## config.mk

```make
export PLATFORM = sky130hd
export DESIGN_NAME = branch_resolve_unit
export DESIGN_NICKNAME = d
export VERILOG_FILES = /design/src/rtl/branch_resolve_unit.sv
export SDC_FILE = /design/constraint.sdc
export NUM_CORES = 1
export LEC_CHECK = 0
export BUFFER_PORTS_ARGS = -buffer_cell sky130_fd_sc_hd__buf_2
export CAP_MARGIN = 0
export CELL_PAD_IN_SITES_DETAIL_PLACEMENT = 2
export CELL_PAD_IN_SITES_GLOBAL_PLACEMENT = 2
export CORE_MARGIN = 1
export CORE_UTILIZATION = 30
export DETAILED_ROUTE_END_ITERATION = 8
export PLACE_DENSITY_LB_ADDON = 0.1
export SLEW_MARGIN = 20
export SYNTH_ARGS = -nofsm -noshare
export SYNTH_HDL_FRONTEND = slang
export SYNTH_SLANG_ARGS = --single-unit
```

## constraint.sdc

```tcl
create_clock -name clk -period 3.1 [get_ports clk]
set_clock_uncertainty 0.05 [all_clocks]
set_input_delay 0.62 -clock clk [delete_from_list [all_inputs] [get_ports clk]]
set_output_delay 0.62 -clock clk [all_outputs]
set_load 0.005 [all_outputs]
```

## src/rtl/branch_resolve_unit.sv

```systemverilog
// branch_resolve_unit: registered branch compare, redirect target, mispredict detect and bimodal BHT training
module branch_resolve_unit #(
    parameter int XLEN      = 32,
    parameter int BHT_DEPTH = 16,
    parameter int CNT_W     = 16
) (
    input  logic             clk,
    input  logic             rst,
    input  logic [XLEN-1:0]  pred_pc,
    output logic             pred_taken,
    input  logic             in_valid,
    output logic             in_ready,
    input  logic [2:0]       funct3,
    input  logic [XLEN-1:0]  pc,
    input  logic [XLEN-1:0]  rs1_data,
    input  logic [XLEN-1:0]  rs2_data,
    input  logic [XLEN-1:0]  imm,
    input  logic             in_pred_taken,
    input  logic             flush,
    output logic             out_valid,
    input  logic             out_ready,
    output logic             out_taken,
    output logic [XLEN-1:0]  out_target,
    output logic             out_mispredict,
    output logic             out_illegal,
    output logic [CNT_W-1:0] mispredict_cnt
);
    localparam int IDX_W = $clog2(BHT_DEPTH);

    logic [1:0]       bht [BHT_DEPTH];
    logic             accept, taken, illegal, mispredict, eq, lt, ltu;
    logic [IDX_W-1:0] idx;
    logic [XLEN-1:0]  target;
    logic             unused_bits;

    assign pred_taken  = bht[pred_pc[IDX_W+1:2]][1];
    assign in_ready    = !out_valid | out_ready;
    assign accept      = in_valid & in_ready & !flush;
    assign idx         = pc[IDX_W+1:2];
    assign unused_bits = ^{pred_pc[XLEN-1:IDX_W+2], pred_pc[1:0]};

    // funct3[2:1] selects eq/lt/ltu, funct3[0] inverts; 010/011 are illegal and never taken
    always_comb begin
        eq         = rs1_data == rs2_data;
        lt         = $signed(rs1_data) < $signed(rs2_data);
        ltu        = rs1_data < rs2_data;
        illegal    = funct3[2:1] == 2'b01;
        taken      = !illegal & ((funct3[2] ? (funct3[1] ? ltu : lt) : eq) ^ funct3[0]);
        mispredict = taken != in_pred_taken;
        target     = taken ? pc + imm : pc + XLEN'(4);
    end

    // result register with valid/ready hold; flush discards both held and incoming results
    always_ff @(posedge clk or posedge rst) begin
        if (rst) begin
            out_valid      <= 1'b0;
            out_taken      <= 1'b0;
            out_target     <= '0;
            out_mispredict <= 1'b0;
            out_illegal    <= 1'b0;
        end else begin
            out_valid <= !flush && (accept || (out_valid && !out_ready));
            if (accept) begin
                out_taken      <= taken;
                out_target     <= target;
                out_mispredict <= mispredict;
                out_illegal    <= illegal;
            end
        end
    end

    // 2-bit saturating bimodal training on legal accepted branches
    always_ff @(posedge clk or posedge rst) begin
        if (rst) begin
            for (int i = 0; i < BHT_DEPTH; i++) bht[i] <= 2'b01;
        end else if (accept && !illegal) begin
            bht[idx] <= taken ? (bht[idx] == 2'b11 ? 2'b11 : bht[idx] + 2'd1)
                              : (bht[idx] == 2'b00 ? 2'b00 : bht[idx] - 2'd1);
        end
    end

    // saturating count of accepted mispredicts
    always_ff @(posedge clk or posedge rst) begin
        if (rst) mispredict_cnt <= '0;
        else if (accept && mispredict && !(&mispredict_cnt)) mispredict_cnt <= mispredict_cnt + CNT_W'(1);
    end
endmodule

```

==> run_results.csv <==
group,metric,value,unit
floorplanning,die_area,23900,um^2
power,pwr_density_cell,424,nW/um^2
placement,place_ws,-0.401,ns
sta,fin_hold_ws,0.281,ns
sta,setup_viol,0,
floorplanning,die_w,154,um
placement,place_area,9170,um^2
critical_path,critPathRequiredTime,3.29,ns
cts,holdBufCountCts,0,
final_layout,area_growth,37.3,%
sta,min_period,3.06,ns
job,cap_violations,0,
grt,globalRouteOverflowTotal,0,
grt,grt_max_degree,56,
final_layout,fin_util,42.2,%
synthesis,synth_flop_cell,"dfrtp_1",
critical_path,cp_top_family,"compound AO/OA/AOI/OAI gates",
sta,final_hold_viol_count,0,
floorplanning,coreArea,22700,um^2
grt,grt_usage,21.4,%
sta,finalCritPeriodShare,98.7,%
cts,clk_pin_slew_worst_paths,0.07,ns
cts,cts_sinks,84,
status,outcome,"finished clean",
power,ir_drop,319,uV
critical_path,cp_slowest_cell,"or4_4",
critical_path,crit_buf_inv,3,
critical_path,worstSetupStartpointType,"primary input",
synthesis,yosys_warnings,0,
final_layout,final_cell_area,9580,um^2
floorplanning,io_pins,223,
critical_path,critical_path_arrival,3.25,ns
synthesis,ys_seq_elements,84,
synthesis,netlist_top_cells_area,"dfrtp_1 24%, ha_1 12%, dfstp_2 6.0%",
floorplanning,fp-row-count,55,
final_layout,layout_commonest_cell,"buf_2",
routing,drtPass1Iterations,4,
critical_path,crit_fanout,10,
synthesis,synth_cell_types,56,
critical_path,crit_path_end_kind,"flop",
synthesis,seq_area_frac_synth,30.4,%
cts,cts_tree,"yes",
cts,clock-root-buffer,"clkbuf_16",
synthesis,synth_nets,1021,
sta,tightest_slew,0.645,ns
floorplanning,initial_utilization,30.7,%
synthesis,netlist_area,6980,um^2
placement,hpwl,20400,um
floorplanning,die_h,154,um
cts,clock_path_buffers,2,
synthesis,ys_async_sr_fraction,100,%
power,power.leakage,4.64,nW
synthesis,synthCells,783,
critical_path,crit_path_max_incr_delay,0.50,ns
routing,wire_per_inst,18.6,um
placement,io_buffers,194,
final_layout,drive_above_1_share,39.1,%
sta,relSlewSlack,56.9,%
routing,drc,0,
critical_path,crit_chain,"buf_2 > inv_12 > ha_4 > a21o_1 > nand3_1 > a21oi_1 > o31a_1 > or4_4 > a31oi_4 > buf_12 > mux2_2 > mux2_2",
final_layout,layout.cells.most_common_list,"194 x buf_2, 82 x buf_4, 70 x nand2_1",
synthesis,synth-edff-count,0,
routing,finalWirelength,25100,um
synthesis,synth_top_area_share,24.4,%
synthesis,synth.largest_area_cell,"dfrtp_1",
grt,grt_pass1_vias,7616,
cts,clock_latency,0.36,ns
critical_path,crit_type,"in2reg",
sta,rsz0062_at_grt,"yes",
sta,fmax,0.327,GHz
grt,antenna_found_initial,2,
synthesis,syn-mean-instance-area,8.91,um^2
routing,via_per_inst,5.18,
routing,vias,6978,
cts,cts_buffers,9,
critical_path,cp.depth,12,
critical_path,rr_worst_depth,8,
worst_hold_path,hold_class,"in2async",
final_layout,nFillCells,2566,
grt,grt_pass1_wl,40000,um
routing,drtIter0Drc,219,
sta,setup_slack,0.0393,ns
placement,place_congestion,0.783,
critical_path,cp_common_cell,"mux2_2",
final_layout,finalNetCount,1292,
cts,cts-htree-levels,3,
routing,antenna_left,0,
sta,drv_slew,0,
flip-flops by register name (all words and copies together) (netlist names):
name	count
out_illegal	1
mispredict_cnt	16
bht	32
out_target	32
out_mispredict	1
out_taken	1
out_valid	1
synth_stat cells, types with 12 or more instances:
master and n:
nand2_1 70, dfrtp_1 68, ha_1 68, a21oi_1 63
inv_1 55, nor2_1 54, o21ai_0 50, xnor2_1 42
mux2_2 34, nand3_1 33, xor2_1 27, nor3_1 23
clkbuf_1 19, and3_1 18, nand4_1 17, dfstp_2 16
mux4_2 15, a21o_1 12
cells by family (layout without fill, tap and decap cells):
| logic type | count (synthesis) | count (layout) | synth area share [%] |
|---|---|---|---|
| AO/OA/AOI/OAI | 180 | 180 | 15.8 |
| buffers and inverters | 79 | 355 | 4.29 |
| other | 0 | 2 | 0 |
| XOR/XNOR | 69 | 69 | 8.66 |
| AND/OR/NAND/NOR | 247 | 247 | 17.2 |
| adder cells (fa/ha/maj) | 71 | 71 | 12.8 |
| multiplexers | 53 | 53 | 10.9 |
| flip-flops | 84 | 84 | 30.4 |
final timing paths:
check / start / end / slack, ns
worst max-delay path: rs2_data[17] / mispredict_cnt[1]$_DFFE_PP0P_ / 0.04
worst min-delay path: rst / out_target[15]$_DFFE_PP0P_ / 0.28
worst max register to register: mispredict_cnt[4]$_DFFE_PP0P_ / mispredict_cnt[1]$_DFFE_PP0P_ / 0.44
worst min register to register: out_target[7]$_DFFE_PP0P_ / out_target[7]$_DFFE_PP0P_ / 0.42
max in group asynchronous: rst / bht[22]$_DFFE_PP1P_ / 1.97
min in group clk: flush / out_valid$_DFF_PP0_ / 0.42
timing repair:
item / in CTS / in global routing
endpoints found under the setup margin: 1 / 59
resized for setup: 1 / 15
setup buffers: 0 / 1
pin swaps: 0 / 1
where the power goes:
group          switching, mW  internal (mW)
logic                  0.728          0.685
clock network          0.511          0.716
registers              0.123           1.30
area by class of cell:
| class | count | area [um^2] | area share [%] |
|---|---|---|---|
| Inverter | 56 | 239 | 2.49 |
| Multi-Input combinational cell | 620 | 4830 | 50.4 |
| Antenna cell | 2 | 5.00 | 0.0522 |
| Tap cell | 285 | 357 | 3.72 |
| Clock buffer | 10 | 229 | 2.39 |
| Clock inverter | 6 | 95.1 | 0.992 |
| Sequential cell | 84 | 2120 | 22.1 |
| Timing Repair Buffer | 283 | 1700 | 17.8 |
through the flow:
stage                     std cells  setup TNS (ns)  total power, mW
after floorplan                 783          -0.227             2.17
after global placement         1327          -19.73             2.79
after detailed placement       1327          -21.39             2.85
after CTS                      1343               0             4.11
after global routing           1346          -0.488             4.32
final                          1346               0             4.06
per-layer routing:
layer | global-route usage (%) | vias up | part of all wire [%]
li1 | - | 3347 | -
met1 | 26.6 | 3496 | 45
met2 | 38.7 | 115 | 51
met3 | 3.42 | 20 | 3.0
met4 | 5.00 | 0 | 1.2
met5 | 0 | - | 0
Power figures use the tool's default switching activity.
